$ cat src/rtl/keypad_pkg.sv
// Shared types and constants for the 4x4 keypad scanner.
package keypad_pkg;

    // Debounce FSM states
    typedef enum logic [1:0] {
        IDLE    = 2'd0,
        PRESS   = 2'd1,
        HELD    = 2'd2,
        RELEASE = 2'd3
    } kp_state_t;

    // Active-low row strobe for each row select, row[0] first
    localparam logic [0:3] ROW_PAT [0:3] = '{4'b0111, 4'b1011, 4'b1101, 4'b1110};

    // Frame result: 0..15 is a single key code, bit 4 set marks the special results
    localparam logic [4:0] NO_KEY    = 5'h10;
    localparam logic [4:0] MULTI_KEY = 5'h11;

    // Reduce a 16-bit map of low intersections (bit = row*4 + col) to a frame result
    function automatic logic [4:0] classify_frame(input logic [15:0] low_map);
        int         n;
        logic [3:0] code;
        n    = 0;
        code = 4'd0;
        for (int i = 0; i < 16; i++) begin
            if (low_map[i]) begin
                n    = n + 1;
                code = 4'(i);
            end
        end
        if (n == 0)
            return NO_KEY;
        else if (n == 1)
            return {1'b0, code};
        else
            return MULTI_KEY;
    endfunction

endpackage

$ cat src/rtl/keypad_row_scan.sv
// Row strobe generator: holds each row low for T1MS cycles and flags the
// last cycle of every dwell (sample_en) and of every full frame (frame_end).
module keypad_row_scan
    import keypad_pkg::*;
#(
    parameter int T1MS = 100000
) (
    input  logic       CLK,
    input  logic       RST_N,
    output logic [0:3] row,
    output logic [1:0] row_sel,
    output logic       sample_en,
    output logic       frame_end
);

    localparam int CW = (T1MS > 1) ? $clog2(T1MS) : 1;

    logic [CW-1:0] dwell_cnt;

    assign sample_en = (dwell_cnt == CW'(T1MS - 1));
    assign frame_end = sample_en && (row_sel == 2'd3);

    // Dwell counter, row select and registered row strobe advance together
    always_ff @(posedge CLK or negedge RST_N) begin
        if (!RST_N) begin
            dwell_cnt <= '0;
            row_sel   <= 2'd0;
            row       <= ROW_PAT[0];
        end else if (sample_en) begin
            dwell_cnt <= '0;
            row_sel   <= row_sel + 2'd1;
            row       <= ROW_PAT[row_sel + 2'd1];
        end else begin
            dwell_cnt <= dwell_cnt + 1'b1;
        end
    end

endmodule

$ cat src/rtl/keypad_scan_4x4.sv
// 4x4 matrix keypad scanner with frame-based debounce.
// key_valid is a one-cycle pulse with no ready/backpressure: the consumer must
// take key_code in the pulse cycle; key_code then holds until the next accepted key.
module keypad_scan_4x4
    import keypad_pkg::*;
#(
    parameter int T1MS           = 100000,
    parameter int DEBOUNCE_SCANS = 20
) (
    input  logic       CLK,
    input  logic       RST_N,
    input  logic [0:3] col,
    output logic [0:3] row,
    output logic [3:0] key_code,
    output logic       key_valid,
    output logic       key_down,
    output kp_state_t  dbg_state
);

    localparam int SW = $clog2(DEBOUNCE_SCANS + 1);

    logic [1:0]    row_sel;
    logic          sample_en;
    logic          frame_end;
    logic [0:3]    col_s1;
    logic [0:3]    col_s2;
    logic [3:0]    col_low;
    logic [11:0]   low_acc;
    logic [15:0]   frame_map;
    logic [4:0]    frame_res;
    logic          is_none;
    logic          is_single;

    kp_state_t     state, state_n;
    logic [SW-1:0] stable, stable_n, stable_inc;
    logic [3:0]    cand, cand_n;
    logic [3:0]    code_n;
    logic          valid_n;
    logic          down_n;

    keypad_row_scan #(.T1MS(T1MS)) u_row_scan (
        .CLK       (CLK),
        .RST_N     (RST_N),
        .row       (row),
        .row_sel   (row_sel),
        .sample_en (sample_en),
        .frame_end (frame_end)
    );

    // Two-flop synchronizer for the asynchronous column lines
    always_ff @(posedge CLK or negedge RST_N) begin
        if (!RST_N) begin
            col_s1 <= 4'b1111;
            col_s2 <= 4'b1111;
        end else begin
            col_s1 <= col;
            col_s2 <= col_s1;
        end
    end

    // Column lines as active-high "pressed" bits, bit c = column c
    always_comb begin
        col_low = 4'b0000;
        for (int c = 0; c < 4; c++) col_low[c] = ~col_s2[c];
    end

    // Keep rows 0..2 of the current frame; row 3 is taken live at frame end
    always_ff @(posedge CLK or negedge RST_N) begin
        if (!RST_N) begin
            low_acc <= '0;
        end else if (sample_en) begin
            case (row_sel)
                2'd0:    low_acc[3:0]  <= col_low;
                2'd1:    low_acc[7:4]  <= col_low;
                2'd2:    low_acc[11:8] <= col_low;
                default: ;
            endcase
        end
    end

    assign frame_map  = {col_low, low_acc};
    assign frame_res  = classify_frame(frame_map);
    assign is_none    = (frame_res == NO_KEY);
    assign is_single  = ~frame_res[4];
    assign stable_inc = (stable >= SW'(DEBOUNCE_SCANS)) ? stable : stable + 1'b1;

    // Debounce state and output registers
    always_ff @(posedge CLK or negedge RST_N) begin
        if (!RST_N) begin
            state     <= IDLE;
            stable    <= '0;
            cand      <= 4'd0;
            key_code  <= 4'd0;
            key_valid <= 1'b0;
            key_down  <= 1'b0;
        end else begin
            state     <= state_n;
            stable    <= stable_n;
            cand      <= cand_n;
            key_code  <= code_n;
            key_valid <= valid_n;
            key_down  <= down_n;
        end
    end

    // Next-state and output logic, acting only on frame-end cycles
    always_comb begin
        state_n  = state;
        stable_n = stable;
        cand_n   = cand;
        code_n   = key_code;
        valid_n  = 1'b0;
        down_n   = key_down;
        if (frame_end) begin
            unique case (state)
                IDLE: begin
                    if (is_single) begin
                        state_n  = PRESS;
                        cand_n   = frame_res[3:0];
                        stable_n = SW'(1);
                    end
                end
                PRESS: begin
                    if (is_single && (frame_res[3:0] == cand)) begin
                        stable_n = stable_inc;
                        if (stable_inc == SW'(DEBOUNCE_SCANS)) begin
                            state_n  = HELD;
                            stable_n = '0;
                            code_n   = cand;
                            valid_n  = 1'b1;
                            down_n   = 1'b1;
                        end
                    end else if (is_single) begin
                        cand_n   = frame_res[3:0];
                        stable_n = SW'(1);
                    end else begin
                        state_n  = IDLE;
                        stable_n = '0;
                    end
                end
                HELD: begin
                    if (is_none) begin
                        state_n  = RELEASE;
                        stable_n = SW'(1);
                    end
                end
                RELEASE: begin
                    if (is_none) begin
                        stable_n = stable_inc;
                        if (stable_inc == SW'(DEBOUNCE_SCANS)) begin
                            state_n  = IDLE;
                            stable_n = '0;
                            down_n   = 1'b0;
                        end
                    end else begin
                        state_n  = HELD;
                        stable_n = '0;
                    end
                end
            endcase
        end
    end

    assign dbg_state = state;

endmodule

$ cat config.mk
export PLATFORM = sky130hd
export DESIGN_NAME = keypad_scan_4x4
export DESIGN_NICKNAME = d
export VERILOG_FILES = /design/src/rtl/keypad_pkg.sv /design/src/rtl/keypad_row_scan.sv /design/src/rtl/keypad_scan_4x4.sv
export SDC_FILE = /design/constraint.sdc
export NUM_CORES = 1
export LEC_CHECK = 0
export ABC_AREA = 0
export CORE_AREA = 2 2 122 124
export CTS_CLUSTER_DIAMETER = 60
export CTS_CLUSTER_SIZE = 30
export DETAILED_ROUTE_END_ITERATION = 7
export DIE_AREA = 0 0 124 126
export GPL_ROUTABILITY_DRIVEN = 0
export SKIP_LAST_GASP = 1
export SLEW_MARGIN = 0
export SYNTH_ARGS = -nofsm -noshare
export SYNTH_HDL_FRONTEND = slang
export SYNTH_SLANG_ARGS = --single-unit
export TNS_END_PERCENT = 100
$ cat constraint.sdc
create_clock -name CLK -period 13.1 [get_ports CLK]
set_input_delay 2.62 -clock CLK [delete_from_list [all_inputs] [get_ports CLK]]
set_output_delay 2.62 -clock CLK [all_outputs]
set_load 0.01 [all_outputs]
# Word level (Yosys, flattened, before mapping)
# Cells that the tools add are included.
word_totals:
  ff_bits: 60
  inputBits: 6
  out_inout_bits: 12
  word_cells: 141
op_classes:
  n_addsub: 18
  magnitude_cmp: 2
  n_eq_ne: 21
  n_mux: 65
  n_bitwise: 6
  reduce_logical: 15
op_table:
  columns: ["cell", "count"]
  rows:
  - ["2-to-1 mux 32 bit", 15]
  - ["adder 32 x 2 -> 32 bit (second input constant)", 14]
  - ["2-to-1 mux 4 bit", 17]
  - ["2-to-1 mux 5 bit", 8]
  - ["equality test 32 x 2 -> 1 bit (second input constant)", 1]
  - ["zero test 32 bit", 1]
  - ["case mux 5 bit (4 select lines)", 1]
  - ["adder 17 x 1 -> 17 bit (second input constant)", 1]
  - ["equality test 17 bit (second input constant)", 1]
  - ["2-to-1 mux 17 bit", 1]
  - ["2-to-1 mux 2 bit", 8]
  - ["!= test 2 bit (second input constant)", 7]
  - ["AND reduction 6 bit", 2]
  - ["2-to-1 mux 1 bit", 11]
  - ["equality test 5 bit (second input constant)", 2]
  - ["!= test 3 bit (second input constant)", 3]
  - ["binary-select mux 4 bit (select 2 bit)", 1]
  - ["equality test 2 bit (second input constant)", 4]
  - ["case mux 2 bit (4 select lines)", 1]
  - ["case mux 4 bit (2 select lines)", 1]
  - ["AND reduction 2 bit", 3]
  - ["AND reduction 3 bit", 2]
  - ["adder 5 x 1 -> 5 bit (second input constant)", 1]
  - ["greater-or-equal comparator 5 bit (second input constant)", 1]
  - ["other kinds (12)", 20]

# Longest topological paths before layout
# Gate-level depths: netlist (run 1).
logic_depth:
  ltp_word: 39
  depth_mapped: 50
  mapped_depth_nobuf: 50

# By module
# Synthesis (run 1) repeated with hierarchy kept, for this count alone.
hier_totals:
  hier_cells: 540
  hier_area_um2: 4947.2
modules_own_cells:
  columns: ["mod", "n_inst", "cells_each", "area_each_um2", "seq_area_each_um2"]
  rows:
  - ["keypad_scan_4x4", 1, 436, 3812.4, 935.9]
  - ["keypad_row_scan", 1, 104, 1134.8, 579.3]

# Worst setup path before layout (run 1)
# OpenSTA, ideal clock, no wires.
synth_path:
  kind: "register -> register"
  startpoint: "register low_acc[1]"
  endpoint: "register cand[0]"
  setup_time_ps: 125
  arrival_time_ps: 10210
  t_required_ps: 12975
  slack_ps: 2765
  path_stages_with_launch: 49
  n_path_buf: 0
  period_less_slack_ps: 10335
  cell_sequence: "dfrtp_1 > inv_1 > ha_1 > xnor2_1 > inv_1 > ha_1 > mux2_2 > ha_1 > mux2_2 > ha_1 > inv_1 > a22o_1 > nand2_1 > ha_1 > nand2b_1 > o21a_1 > ha_1 > mux2i_1 > (+13 left out) > ha_1 > mux2i_1 > a31oi_1 > ha_1 > nor2b_1 > a21o_1 > ha_1 > mux2_2 > ha_1 > nor2_1 > mux2i_1 > or4_4 > a211oi_4 > nand3_1 > a32oi_2 > nor2_2 > a21o_4 > mux2_4"
synth_between:
  elab_chain_cells: 36
  word_cells_on_any_way: 56
  classes_between: "add/sub (14); eq/ne (3); mux (35); bitwise (1); reduce/logical (3)"
synth_lines:
  columns: ["element", "line", "rtl"]
  rows:
  - ["from (decl)", "keypad_scan_4x4.sv:28", "logic [11:0] low_acc;"]
  - ["from (signal assigned)", "keypad_scan_4x4.sv:73", "2'd0: low_acc[3:0] <= col_low;"]
  - ["2-to-1 mux 32 bit", "keypad_pkg.sv:26", "if (low_map[i]) begin"]
  - ["adder 32 x 2 -> 32 bit", "keypad_pkg.sv:27", "n = n + 1;"]
  - ["2-to-1 mux 32 bit", "keypad_pkg.sv:26", null]
  - ["adder 32 x 2 -> 32 bit", "keypad_pkg.sv:27", null]
  - ["2-to-1 mux 32 bit", "keypad_pkg.sv:26", null]
  - ["adder 32 x 2 -> 32 bit", "keypad_pkg.sv:27", null]
  - ["2-to-1 mux 32 bit", "keypad_pkg.sv:26", null]
  - ["adder 32 x 2 -> 32 bit", "keypad_pkg.sv:27", null]
  - ["(+20 left out)", null, null]
  - ["2-to-1 mux 32 bit", "keypad_pkg.sv:26", null]
  - ["equality test 32 x 2 -> 1 bit", "keypad_pkg.sv:33", "else if (n == 1)"]
  - ["2-to-1 mux 5 bit", "keypad_pkg.sv:33", null]
  - ["2-to-1 mux 5 bit *", "keypad_pkg.sv:31", "if (n == 0)"]
  - ["equality test 4 bit / NOT 1 bit (equally long branches)", "keypad_scan_4x4.sv:124, keypad_scan_4x4.sv:84", null]
  - ["logical AND 1 bit", "keypad_scan_4x4.sv:124", "if (is_single && (frame_res[3:0] == cand)) begin"]
  - ["!= test 2 bit (no line)", null, null]
  - ["AND reduction 3 bit (no line)", null, null]
  - ["to (signal assigned)", "keypad_scan_4x4.sv:99", "cand <= cand_n;"]
  - ["to (decl)", "keypad_scan_4x4.sv:36", "logic [3:0] cand, cand_n;"]
# Every way passes the cells marked *; elsewhere a longest branch is shown, timed or not. The select of a mux whose other input is x is not followed.
# A chain may end at the register's enable or synchronous reset.

# Worst setup path after layout (run 1)
layout_path:
  startpoint: "register low_acc[1]"
  endpoint: "register key_code[1]"
layout_between:
  elab_chain_cells: 35
  word_cells_on_any_way: 52
  classes_between: "add/sub (14); eq/ne (2); mux (32); bitwise (1); reduce/logical (3)"
layout_lines:
  columns: ["element", "line", "rtl"]
  rows:
  - ["2-to-1 mux 32 bit", "keypad_pkg.sv:26", null]
  - ["adder 32 x 2 -> 32 bit", "keypad_pkg.sv:27", null]
  - ["2-to-1 mux 32 bit", "keypad_pkg.sv:26", null]
  - ["adder 32 x 2 -> 32 bit", "keypad_pkg.sv:27", null]
  - ["2-to-1 mux 32 bit", "keypad_pkg.sv:26", null]
  - ["adder 32 x 2 -> 32 bit", "keypad_pkg.sv:27", null]
  - ["2-to-1 mux 32 bit", "keypad_pkg.sv:26", null]
  - ["adder 32 x 2 -> 32 bit", "keypad_pkg.sv:27", null]
  - ["(+19 left out)", null, null]
  - ["adder 32 x 2 -> 32 bit", "keypad_pkg.sv:27", null]
  - ["2-to-1 mux 32 bit", "keypad_pkg.sv:26", null]
  - ["equality test 32 x 2 -> 1 bit", "keypad_pkg.sv:33", null]
  - ["2-to-1 mux 5 bit", "keypad_pkg.sv:33", null]
  - ["2-to-1 mux 5 bit *", "keypad_pkg.sv:31", null]
  - ["equality test 4 bit / NOT 1 bit (equally long branches)", "keypad_scan_4x4.sv:124, keypad_scan_4x4.sv:84", null]
  - ["logical AND 1 bit *", "keypad_scan_4x4.sv:124", null]
  - ["AND reduction 4 bit (no line) *", null, null]
  - ["to (signal assigned)", "keypad_scan_4x4.sv:100", "key_code <= code_n;"]
  - ["to (decl)", "keypad_scan_4x4.sv:14", "output logic [3:0] key_code,"]
# Every way passes the cells marked *; elsewhere a longest branch is shown, timed or not.

==> out/qor.yml, run 1 <==
status: "finished clean"
drv_slew: 0
layout.nets: 585
clock_latency_ns: 0.33
cts-root-buf: "clkbuf_16"
stdcell_count: 744
ys_types: 77
ioPinCount: 18
yosysMostFrequentCell: "nand2_1"
synth_area_leader_cell: "dfrtp_1"
path_max_fanout: 7
hpwl_um: 7403
route.met2.wl_um: 4767
crit_path_end_kind: "flop"
required_ns: 13.31
tritoncts.num_buffers: 9
tightest_slew_ns: 0.7801
drc: 0
stdcell_area_mm2: 0.005533
ant_nets: 0
finClkSkew_ns: 0.006184
synth_fa_ha_area_share_pct: 6.132
path_class: "flop to flop"
h-tree-depth: 3
place_area_mm2: 0.005215
cts.sinks: 60
power.leakage_nw: 2.337
port_buffers: 17
rsz0062_at_grt: "false"
postCtsSetupRepairBufs: 0
grt_pass1_vias: 3860
synthXorXnorAreaFrac_pct: 15.64
synth_top_area_share_pct: 25.04
clkSlewWorstSetupHoldPaths_ns: 0.05
slowest_delay_ns: 0.56
crit_path_top_delay_cell: "a221oi_1"
dp_cells: 728
fin_ws_ns: 1.507
timing.rr.end: "key_code[1]"
post-route-period-util_pct: 88.50
async_flop_share_pct: 100.0
cp_data_arrival_time_ns: 11.80
antennaDiodeCount: 0
synth_flop_cell: "dfrtp_1"
place_ws_ns: 1.633
min_path_type: "flop to flop"
ys_seq_elements: 60
ys_top_cells_by_count: "nand2_1, dfrtp_1, xnor2_1, nor2_1, inv_1"
cpMostUsedCell: "ha_1"
rr_startpoint: "low_acc[1]"
drt-total-wl_um: 9936
fin_setup_tns_ns: 0
holdBufCountCts: 0
hold_viol_final: 0
rrSetupSlack_ns: 1.51
drive_gt1_share_pct: 10.89
synth_simple_gate_area_share_pct: 22.82
synth_fp_nets: 578
wl_met3_um: 278
syn-mean-instance-area_um2: 8.936
track_usage_pct: 13.57
ir_drop_uv: 89.13
antenna_found_initial: 0
max-cap-violations: 0
slew_headroom_pct: 47.99
drt_pass1_iterations: 5
grt_max_degree: 61
period_needed_ns: 11.59
wl_per_cell_um: 13.35
fp.dieH_um: 126
drt-met1-wl_um: 4725
core-area_mm2: 0.01431
synth_top_family_by_area: "simple AND/OR/NAND/NOR gates"
grt_pass1_wl_um: 17370
die_area_mm2: 0.01562
synth.yosys.seq_area_share_pct: 30.94
hp-start: "col_s1[3]"
cts_tree: "yes"
rr_worst_depth: 48
dr.first_iter.drc_count: 180
row_count: 44
power.density_mw_per_mm2: 86.67
setup_viol: 0
synth_compound_area_share_pct: 14.18
synthesis.area_mm2: 0.004897
fp.dieW_um: 124
highest_layer: "met4"
cts_resized: 0
start_util_pct: 34.21
worst_hold_path.num_cells: 0
synth_edf_count: 0
max_freq_ghz: 0.08626
routed_via_density: 5.227
start_kind: "flop"
syn_to_final_growth_pct: 12.98
clock_path_buffers: 2
vias: 3889
synthMuxAreaShare_pct: 5.927
synth_area_leaders: "dfrtp_1, xnor2_1, ha_1"
overflow: 0
yosysWarnings: 0
hold_end: "col_s2[3]"
netlist_instances: 548
-- power breakdown --
part	leakage, nW	internal (W)	switching, W
combinational	1.40	0.0000151	0.0000238
sequential	0.785	0.000188	0.00000286
clock	0.149	0.000166	0.0000836
-- cells by family (layout without fill, tap and decap cells) --
kind of cell | after synthesis | in the layout
simple gates | 213 | 213
buf+inv | 56 | 68
flops | 60 | 60
mux | 25 | 25
fa+ha+maj | 24 | 24
compound gates | 100 | 100
xor+xnor | 70 | 70
-- how the worst max path moves through the flow --
stage	start	to	slack (ns)	cells past startpoint
floorplan	low_acc[1]	cand[0]	2.76	48
detailed placement	low_acc[1]	key_code[2]	1.63	48
CTS	low_acc[1]	key_code[2]	1.56	48
global placement	low_acc[0]	key_code[2]	2.09	47
global route	low_acc[1]	key_code[2]	0.69	48
finish	low_acc[1]	key_code[1]	1.51	48
-- layout by cell type, fill, tap and decap left out, types with 9 or more instances in the layout --
cell type / synthesis / routed
xnor2_1: 41 / 41
mux2i_1: 14 / 14
nand3_1: 22 / 22
nand4_1: 9 / 9
nor2_1: 40 / 40
xor2_1: 16 / 16
inv_1: 33 / 33
ha_1: 24 / 24
a21oi_1: 24 / 24
nor3_1: 14 / 14
clkdlybuf4s50_1: 0 / 16
dfstp_2: 11 / 11
dfrtp_1: 49 / 49
nand2_1: 60 / 60
a31oi_1: 9 / 9
clkbuf_16: 0 / 9
o21ai_0: 19 / 19
-- metrics by stage --
stage	utilization, %	hold WS, ns	total power (W)
floorplan	-	0.3452	0.0002217
global placement	36.43	0.3480	0.0002321
detailed placement	36.43	0.3488	0.0002329
CTS	38.65	0.3565	0.0004853
global route	38.65	0.3620	0.0004979
finish	38.65	0.3552	0.0004795
-- registers in the layout, indices dropped and copies added (netlist names) --
register              cells
u_row_scan.row_sel        2
cand                      4
key_code                  4
low_acc                  12
u_row_scan.dwell_cnt     17
key_valid                 1
col_s1                    4
col_s2                    4
dbg_state                 2
key_down                  1
u_row_scan.row            4
stable                    5
-- critical path: cells and delay by family, from the launching register on --
| family | cells | cell delay, ns |
|---|---|---|
| AO/OA/AOI/OAI | 11 | 2.53 |
| XOR/XNOR | 2 | 0.43 |
| adder cells (fa/ha/maj) | 13 | 3.91 |
| buffers and inverters | 5 | 0.44 |
| flip-flops | 1 | 0.39 |
| multiplexers | 7 | 1.57 |
| AND/OR/NAND/NOR | 10 | 2.21 |
-- layout make-up --
class / instances / area [um2]
Clock buffer: 10 / 229.0
Clock inverter: 6 / 88.84
Fill cell: 1438 / 8781
Inverter: 34 / 128.9
Multi-Input combinational cell: 432 / 3168
Sequential cell: 60 / 1515
Tap cell: 184 / 230.2
Timing Repair Buffer: 18 / 172.7
-- routing by layer --
metal | GRT usage (%) | vias to the layer above
met5 | 0 | -
met1 | 17.69 | 1857
met3 | 2.129 | 15
li1 | - | 1950
met2 | 22.59 | 67
met4 | 4.957 | 0
(Power assumes the default switching activity.)
==> run 2, diff against run 1 <==
Settings changed: CORE_AREA 2 2 122 124 to 10 10 130 132, DIE_AREA 0 0 124 126 to 0 0 140 142.
==> run 2 against run 1 <==
Largest power group unchanged. Via count decreased by 0.49%. Maximum frequency grew 1.1%. Sequential power barely moved. First-iteration DRC count shrank 13%.
==> out/qor.yml, run 2 (same netlist as run 1, synthesis figures left out) <==
status: "finished clean"
worst_hold_path.num_cells: 0
fp.dieW_um: 140
power.density_mw_per_mm2: 81.83
track_usage_pct: 10.47
cts_tree: "yes"
use_met2_pct: 18.09
drv_slew: 0
slowest_delay_ns: 0.55
combPwrFrac_pct: 8.7
largest_reg_flops: 17
crit_path_end_kind: "flop"
drc: 0
setup_viol: 0
hpwl_um: 7690
layout.nets: 585
swShare_pct: 26.28
min_path_type: "flop to flop"
grt_pass1_vias: 3896
sequentialPowerShare_pct: 42.5
cts.sinks: 60
max_freq_ghz: 0.08718
final_common_cell: "nand2_1"
required_ns: 13.34
clkSlewWorstSetupHoldPaths_ns: 0.06
drt_pass1_iterations: 4
tightest_slew_ns: 0.7998
cts_resized: 0
top_register: "u_row_scan.dwell_cnt"
start_util_pct: 34.21
ant_nets: 0
rsz0062_at_grt: "false"
fp.dieH_um: 142
antenna_found_initial: 0
finalPower_w: 0.0004492
period_needed_ns: 11.47
slew_headroom_pct: 46.68
busiest_layer: "met2"
postCtsSetupRepairBufs: 0
ir_drop_uv: 87.55
hold_viol_final: 0
vias: 3870
multi_input_area_mm2: 0.003168
met3_usage_pct: 1.802
intPower_w: 0.0003312
cp_data_arrival_time_ns: 11.71
clock_path_buffers: 2
crit_path_top_delay_cell: "a221oi_1"
cts-root-buf: "clkbuf_16"
h-tree-depth: 3
routed_via_density: 5.202
grt_max_degree: 61
antennaDiodeCount: 0
core-area_mm2: 0.01431
power.leakage_nw: 2.317
wl_per_cell_um: 13.80
grt_pass1_wl_um: 17930
p_sw_w: 0.0001181
row_count: 44
fin_ws_ns: 1.630
drive_gt1_share_pct: 11.07
path_class: "flop to flop"
clock_latency_ns: 0.34
die_area_mm2: 0.01988
fin_setup_tns_ns: 0
path_max_fanout: 7
power_frac_clock_pct: 48.9
start_kind: "flop"
regArea_mm2: 0.001515
rr_worst_depth: 49
grt_use_met1_pct: 12.58
place_ws_ns: 1.697
post-route-period-util_pct: 87.56
top_regs: "u_row_scan.dwell_cnt (17), low_acc (12), stable (5)"
finClkSkew_ns: 0.009330
most-common-layout-cells: "nand2_1, dfrtp_1, xnor2_1, nor2_1, inv_1"
holdBufCountCts: 0
overflow: 0
drt-total-wl_um: 10260
tritoncts.num_buffers: 9
syn_to_final_growth_pct: 12.11
fillers: 1468
dr.first_iter.drc_count: 157
ioPinCount: 18
holdWs_ns: 0.3544
max-cap-violations: 0
port_buffers: 17
cpMostUsedCell: "ha_1"
[run 2: cell types whose count changed in the layout (fill, tap and decap cells not counted)]
cell,before,now
clkinvlp_4,2,3
bufinv_16,2,0
clkbuf_1,1,0
clkinv_4,1,0
clkinv_2,2,3
inv_6,0,2
[run 2: worst max-delay path: cells and delay by family (launching register included)]
kind            cells  cell delay (ns)
compound gates     12             2.76
xor+xnor            2             0.42
fa+ha+maj          13             3.92
buf+inv             5             0.40
flops               1             0.36
mux                 6             1.21
simple gates       11             2.29
[run 2: final timing paths]
check | start | slack (ns) | endpoint
max | low_acc[0] | 1.63 | stable[2]
min | col_s1[0] | 0.35 | col_s2[0]
max reg2reg | low_acc[0] | 1.63 | stable[2]
min reg2reg | col_s1[0] | 0.35 | col_s2[0]
max in group asynchronous | RST_N | 10.16 | low_acc[4]
min in group asynchronous | RST_N | 2.43 | stable[2]
[run 2: routing by layer]
layer  up-vias  share of wire, %
li1       1945                 -
met1      1862                47
met2        50                49
met3        13               2.9
met4         0               1.8
met5         -                 0
[run 2: power groups by stage]
stage	sequential (W)	combinational [W]	clock [W]
global route	0.000191	0.0000438	0.000229
finish	0.000191	0.0000389	0.000220
detailed placement	0.000194	0.0000390	0
global placement	0.000194	0.0000382	0
floorplan	0.000191	0.0000305	0
CTS	0.000191	0.0000393	0.000225
[run 2: final cells by class]
class	count	share of cell area (%)
flip-flops and latches	60	27.60
multi-input cells	432	57.70
well taps	184	4.193
clock inverters	7	0.9116
inverters	34	2.347
clock buffers	9	4.102
repair buffers	18	3.145
[run 2: stage by stage]
stage                     area [um2]  std cells  util (%)
after CTS                       5490        744     38.36
final                           5490        744     38.36
after floorplan                 4897        548         -
after global routing            5490        744     38.36
after global placement          5215        728     36.43
after detailed placement        5215        728     36.43
